<file path="config.mk">
export PLATFORM = sky130hd
export DESIGN_NAME = pipeline_ctrl
export DESIGN_NICKNAME = d
export VERILOG_FILES = /design/src/rtl/pipe_pkg.sv /design/src/rtl/fwd_unit.sv /design/src/rtl/pipeline_ctrl.sv
export SDC_FILE = /design/constraint.sdc
export NUM_CORES = 1
export LEC_CHECK = 0
export CAP_MARGIN = 20
export CORE_ASPECT_RATIO = 0.7
export CORE_MARGIN = 2
export CORE_UTILIZATION = 42
export DETAILED_ROUTE_END_ITERATION = 8
export GPL_TIMING_DRIVEN = 0
export PLACE_DENSITY_LB_ADDON = 0.2
export SLEW_MARGIN = 25
export SYNTH_ARGS = -nofsm -noshare
export SYNTH_HDL_FRONTEND = slang
export SYNTH_SLANG_ARGS = --single-unit
</file>
<file path="constraint.sdc">
create_clock -name stg_clk -period 2.6 [get_ports stg_clk]
set_clock_uncertainty 0.1 [all_clocks]
set_input_delay 0.39 -clock stg_clk [delete_from_list [all_inputs] [get_ports stg_clk]]
set_output_delay 0.39 -clock stg_clk [all_outputs]
set_load 0.1 [all_outputs]
</file>
<file path="src/rtl/pipe_pkg.sv">
// Shared types and constants for the pipeline controller and its forwarding unit.
// Combinational helper only; no state, no backpressure.
package pipe_pkg;

    typedef enum logic [1:0] {
        ST_RUN      = 2'd0,
        ST_MC_WAIT  = 2'd1,
        ST_MC_DRAIN = 2'd2
    } state_t;

    localparam logic [1:0] FWD_RF  = 2'b00;
    localparam logic [1:0] FWD_ALU = 2'b01;
    localparam logic [1:0] FWD_WB  = 2'b10;

    localparam logic [4:0] REG_ZERO = 5'd0;

    // The younger result in the ALU latch always wins over the WB value.
    function automatic logic [1:0] fwd_sel(
        input logic       mem_save,
        input logic [4:0] mem_rd,
        input logic       wb_save,
        input logic [4:0] wb_rd,
        input logic [4:0] rs
    );
        if (mem_save && (mem_rd != REG_ZERO) && (mem_rd == rs))
            return FWD_ALU;
        else if (wb_save && (wb_rd != REG_ZERO) && (wb_rd == rs))
            return FWD_WB;
        else
            return FWD_RF;
    endfunction

endpackage

</file>
<file path="src/rtl/fwd_unit.sv">
// ALU operand forwarding selects for both EX source operands.
// Purely combinational, zero latency; no backpressure.
module fwd_unit
    import pipe_pkg::*;
(
    input  logic [4:0] ex_rs1_i,
    input  logic [4:0] ex_rs2_i,
    input  logic [4:0] mem_rd_i,
    input  logic       mem_save_to_reg_i,
    input  logic [4:0] wb_rd_i,
    input  logic       wb_save_to_reg_i,
    output logic [1:0] fwd_a_o,
    output logic [1:0] fwd_b_o
);

    assign fwd_a_o = fwd_sel(mem_save_to_reg_i, mem_rd_i, wb_save_to_reg_i, wb_rd_i, ex_rs1_i);
    assign fwd_b_o = fwd_sel(mem_save_to_reg_i, mem_rd_i, wb_save_to_reg_i, wb_rd_i, ex_rs2_i);

endmodule

</file>
<file path="src/rtl/pipeline_ctrl.sv">
// Stage sequencer: latch enables/bubbles, forwarding, load-use, flush and multi-cycle EX control.
// Mealy enables with zero added latency; stalls front stages on load-use and while a multi-cycle op runs.
module pipeline_ctrl
    import pipe_pkg::*;
#(
    parameter int MC_MAX_CYCLES = 32,
    parameter int CNT_W         = 16
) (
    input  logic             stg_clk,
    input  logic             reset,
    input  logic [4:0]       id_rs1,
    input  logic [4:0]       id_rs2,
    input  logic             id_use_rs1,
    input  logic             id_use_rs2,
    input  logic [4:0]       ex_rs1,
    input  logic [4:0]       ex_rs2,
    input  logic [4:0]       ex_rd,
    input  logic             ex_save_to_reg,
    input  logic             ex_is_load,
    input  logic [4:0]       mem_rd,
    input  logic             mem_save_to_reg,
    input  logic [4:0]       wb_rd,
    input  logic             wb_save_to_reg,
    input  logic             branch_taken,
    input  logic             mc_start,
    input  logic             mc_done,
    output logic             ena_if,
    output logic             ena_id,
    output logic             ena_ex,
    output logic             ena_mem,
    output logic             ena_wb,
    output logic             x_id,
    output logic             x_ex,
    output logic             x_mem,
    output logic [1:0]       fwd_a,
    output logic [1:0]       fwd_b,
    output logic [CNT_W-1:0] stall_cnt,
    output logic             mc_timeout,
    output logic             busy
);

    localparam int             WD_W    = (MC_MAX_CYCLES > 2) ? $clog2(MC_MAX_CYCLES) : 1;
    localparam logic [WD_W-1:0] WD_LAST = WD_W'(MC_MAX_CYCLES - 1);

    state_t            state_q;
    logic [WD_W-1:0]   wd_q;
    logic [CNT_W-1:0]  stall_q;
    logic              timeout_q;

    logic lu;
    logic in_run;
    logic flush;
    logic mc_hold;
    logic lu_stall;
    logic front_stall;

    fwd_unit u_fwd (
        .ex_rs1_i          (ex_rs1),
        .ex_rs2_i          (ex_rs2),
        .mem_rd_i          (mem_rd),
        .mem_save_to_reg_i (mem_save_to_reg),
        .wb_rd_i           (wb_rd),
        .wb_save_to_reg_i  (wb_save_to_reg),
        .fwd_a_o           (fwd_a),
        .fwd_b_o           (fwd_b)
    );

    assign lu = ex_is_load & ex_save_to_reg & (ex_rd != REG_ZERO)
              & ((id_use_rs1 & (id_rs1 == ex_rd)) | (id_use_rs2 & (id_rs2 == ex_rd)));

    // Branch flush outranks a multi-cycle start, which outranks a load-use stall.
    assign in_run      = (state_q == ST_RUN);
    assign flush       = in_run & branch_taken;
    assign mc_hold     = (in_run & ~branch_taken & mc_start) | (state_q == ST_MC_WAIT);
    assign lu_stall    = in_run & ~branch_taken & ~mc_start & lu;
    assign front_stall = mc_hold | lu_stall;

    // Reset forces every latch closed without waiting for a clock edge.
    assign ena_if  = reset & ~front_stall;
    assign ena_id  = reset & ~front_stall;
    assign ena_ex  = reset & ~mc_hold;
    assign ena_mem = reset;
    assign ena_wb  = reset;
    assign x_id    = reset & flush;
    assign x_ex    = reset & (flush | lu_stall);
    assign x_mem   = reset & mc_hold;

    assign stall_cnt  = stall_q;
    assign mc_timeout = timeout_q;
    assign busy       = ~in_run;

    always_ff @(posedge stg_clk or negedge reset) begin
        if (!reset) begin
            state_q   <= ST_RUN;
            wd_q      <= '0;
            stall_q   <= '0;
            timeout_q <= 1'b0;
        end else begin
            if (front_stall && (stall_q != '1))
                stall_q <= stall_q + CNT_W'(1);

            case (state_q)
                ST_RUN: begin
                    if (!branch_taken && mc_start) begin
                        state_q <= ST_MC_WAIT;
                        wd_q    <= '0;
                    end
                end
                ST_MC_WAIT: begin
                    if (mc_done) begin
                        state_q <= ST_MC_DRAIN;
                    end else if (wd_q == WD_LAST) begin
                        timeout_q <= 1'b1;
                        state_q   <= ST_RUN;
                    end else begin
                        wd_q <= wd_q + WD_W'(1);
                    end
                end
                ST_MC_DRAIN: state_q <= ST_RUN;
                default:     state_q <= ST_RUN;
            endcase
        end
    end

endmodule

</file>
==> results list <==
* Outcome: finished, final reports clean
- Total setup violations reported at the end of the flow: 0
- Summing all multi-input logic gate instances after layout gives 1140 um^2.
- Measured in cells, the most critical reg-to-reg path has a length of 7.
* Growth of design area from synthesis to finish: 59.6%
- Crit path capture type: primary output
* Worst path top cell family by delay: buffers and inverters
- Post-cts hold buffer count: 0
- Summed over all layers, the global routing overflow is 0.
- Yosys printed 0 warnings.
* Switching power of the nets: 0.000855 W
- Data arrives at the worst endpoint at 2.06 ns.
- Share of the yosys chip area belonging to registers: 36.1%
- Ranked by total cell area, the synthesized netlist is headed by sky130_fd_sc_hd__dfrtp_1 (36%), sky130_fd_sc_hd__xnor2_1 (11%), sky130_fd_sc_hd__xor2_1 (11%).
* Worst Path Class, Setup: in2out
* HP Class: in2async
* Average size of a mapped cell: 9.72 um^2
- Largest net degree at the start of global routing: 31
- Max-Cap Viols: 0
- Die area: 4480 um^2
- The top cell types in the final layout, fill and taps aside, are sky130_fd_sc_hd__clkdlybuf4s50_1 (45), sky130_fd_sc_hd__dfrtp_1 (24), sky130_fd_sc_hd__xnor2_1 (21), sky130_fd_sc_hd__xor2_1 (20), sky130_fd_sc_hd__dlygate4sd2_1 (12).
- In the final layout, the share of cells above drive strength 1 is 19.2%.
- Fraction of power consumed by combinational cells: 55.0%
* Post-CTS setup buffer count: 0
- The synthesized netlist contains 40 unique library cells.
- Antenna violations before repair: 0
* Port Buffer Count: 75
- In the synthesized netlist the async set-or-reset flop fraction comes to 100%.
* Synthesized Nets: 220
- Yosys mapped a number of flops with a built-in enable equal to 0.
- The detailed router finished its first iteration with 69 violations.
* Vias in the first global route: 1449
* Post-Route Setup TNS: 0 ns
* Number of nets with antenna violations after routing: 0
* Final cell count without fillers: 302
* Routability-driven placement congestion ratio: 0.861
- HPWL after detailed placement: 3400 um
- For this block, the routed nets add up to 4200 um of wire.
- Fin. max-slew vios: 0
* Cell-by-cell trace of the critical path: clkdlybuf4s50_1 -> or4_4 -> o211ai_4 -> nor2_4 -> nor2b_4 -> buf_6 -> buf_12
- Of the total power, registers draw 30.5%.
- The biggest area contributor in the post-synthesis netlist is sky130_fd_sc_hd__dfrtp_1.
- For this run, the top clock speed supported by timing is 0.393 GHz.
* Worst r2r dst: wd_q[2]$_DFFE_PN0P_
* Slowest Stage Delay on Critical Path: 0.47 ns
- Average wire per standard cell: 13.9 um
- Slew of the pin with the lowest slew margin: 0.996 ns
- Library cell used as clock root buffer: sky130_fd_sc_hd__clkbuf_8
- Core footprint: 3850 um^2
- Measured along the x axis, the die boundary spans 79.2 um.
* Worst-skew pair later-pin latency: 0.26 ns
* Cell internal power dissipation: 0.000861 W
* Largest buffer count on any clock path: 2
- Clock sink total: 24
- Share of power burned in the clock network: 14.5%
- Worst EP required: 2.11 ns
* H-tree level count: 1
- Period utilization: 97.9%
- Buffers inserted during clock tree synthesis total 3.
- Along the worst path, the maximum fanout reaches 4.
* Leading cell type in the layout, fill and taps excluded: sky130_fd_sc_hd__clkdlybuf4s50_1
- Synthesis inferred 24 register bits.
- Of the total power, the share spent switching nets is 49.8%.
* Layout Utilization: 68.8%
* Type of element launching the critical path: primary input
- After layout, the minimum clock period comes to 2.55 ns.
* # nets final: 300
- The routed layout has 1560 vias.
- Peak ir drop on the vdd network: 0.642 mV
- TritonCTS built the clock tree.
- After detailed routing, the number of remaining DRC violations is 0.
* Worst reg-to-reg setup slack: 0.31 ns
- Global routing used 18.9% of the available tracks.
- The first global-routing pass estimated 6660 um of wire.
- The die is 56.6 um tall.
* Main synth FF type: sky130_fd_sc_hd__dfrtp_1
- In the routed layout, each cell is associated on average with a via count of 5.17.
- After synthesis, the largest area contributor takes up 36.1% of total cell area.
- Area of all sequential standard cells: 601 um^2
- Clock-pin slew of the registers on the worst-case setup and hold paths: 0.09 ns
- Filler cell count: 329
* Library cell contributing the largest single delay on the critical path: sky130_fd_sc_hd__clkdlybuf4s50_1
- After synthesis the cells add up to 1660 um^2.
- The startpoint identified for the worst register-to-register timing path is wd_q[0]$_DFFE_PN0P_.
- Hold timing on the final database bottoms out at a slack of 0.0367 ns.
* Buf/Inv on CP: 3
- The initialized floorplan defines 19 standard-cell rows.
- Effective utilization at floorplan: 43.1%
* Total chip power: 0.00172 W
- The repair_antennas step left the layout with diodes totalling 0.
- In this run the static leakage power is 1.16 nW.
* Gate count of the mapped netlist: 171
- Number of primary I/O pins: 76
* Initial DRT Pass Iterations: 4
- The final hold violation count is 0.
- The number of placed instances, taps included, is 298.
- Cell area power density: 647 nW/um^2
- Worst slew margin: 33.5%
## kinds of logic (layout without fill, tap and decap cells)
group	Yosys count	in the layout	synth area share, %
AOI/OAI and AO/OA	26	26	11.4
and+or+nand+nor	69	69	24.5
muxes	3	3	2.26
xor gates and xnor gates	41	41	21.6
buffers and inverters	5	84	1.81
DFF	24	24	36.1
adders and majority gates	3	3	2.26
## Yosys cell counts (all sizes together) (4+ instances only)
cell,number
or4,5
nor2,8
xnor2,21
dfrtp,24
nor3,6
xor2,20
o21ai,10
nor4,4
a21oi,5
nand3,10
and3,4
nand4,8
nand2,12
## worst reg2reg max path: cells and delay by family, from the launching register on
family / cells / cell delay, ns
fa+ha+maj: 2 / 0.43
simple gates: 4 / 1.12
flops: 1 / 0.41
compound gates: 1 / 0.18
## worst max path at each step
stage                     startpoint        to  slack (ns)  cells after the start
after floorplan            mem_rd[1]  fwd_a[1]       -0.23                      4
after CTS                  ex_rs2[4]  fwd_b[1]       -0.01                      5
after global routing        ex_rd[4]      x_ex      -0.001                      7
after global placement         reset    ena_if       -1.35                      5
after detailed placement    wb_rd[0]  fwd_b[1]       -1.12                      6
final                       ex_rd[4]    ena_if        0.05                      7
## repair_timing
action,CTS,global route
gates resized for setup,73,13
pin swaps,2,2
setup endpoints to repair,12,8
## cell type report
type | count | share of cell area [%]
Inverter | 2 | 0.283
Clock buffer | 4 | 2.08
Sequential cell | 24 | 22.7
Timing Repair Buffer | 75 | 28.4
Tap cell | 52 | 2.45
Multi-Input combinational cell | 142 | 43.1
Buffer | 3 | 0.991
## flip-flops by register name, indices dropped and copies added (netlist names)
signal	count
mc_timeout	1
stall_cnt	16
state_q	2
wd_q	5
## metal layers
| metal | wire length, um | track usage [%] |
|---|---|---|
| met5 | 0 | 0 |
| met4 | 36 | 3.45 |
| met3 | 269 | 4.98 |
| met2 | 1930 | 29.5 |
| met1 | 1960 | 26.6 |
## stage by stage
stage                     instance area, um^2  worst slack [ns]
after CTS                                2620           -0.0111
after global placement                   2570             -1.35
final                                    2650            0.0547
after floorplan                          1760            -0.231
after detailed placement                 2570             -1.12
after global routing                     2650          -0.00149
## power by group through the flow
stage	clock network [W]	logic [W]	registers, W
after detailed placement	0	0.000942	0.000528
after global placement	0	0.000929	0.000523
after global routing	0.000269	0.000984	0.000538
after floorplan	0	0.000339	0.000852
final	0.000249	0.000944	0.000523
after CTS	0.000256	0.000943	0.000521
No activity file was read; power rests on OpenSTA's default activity.
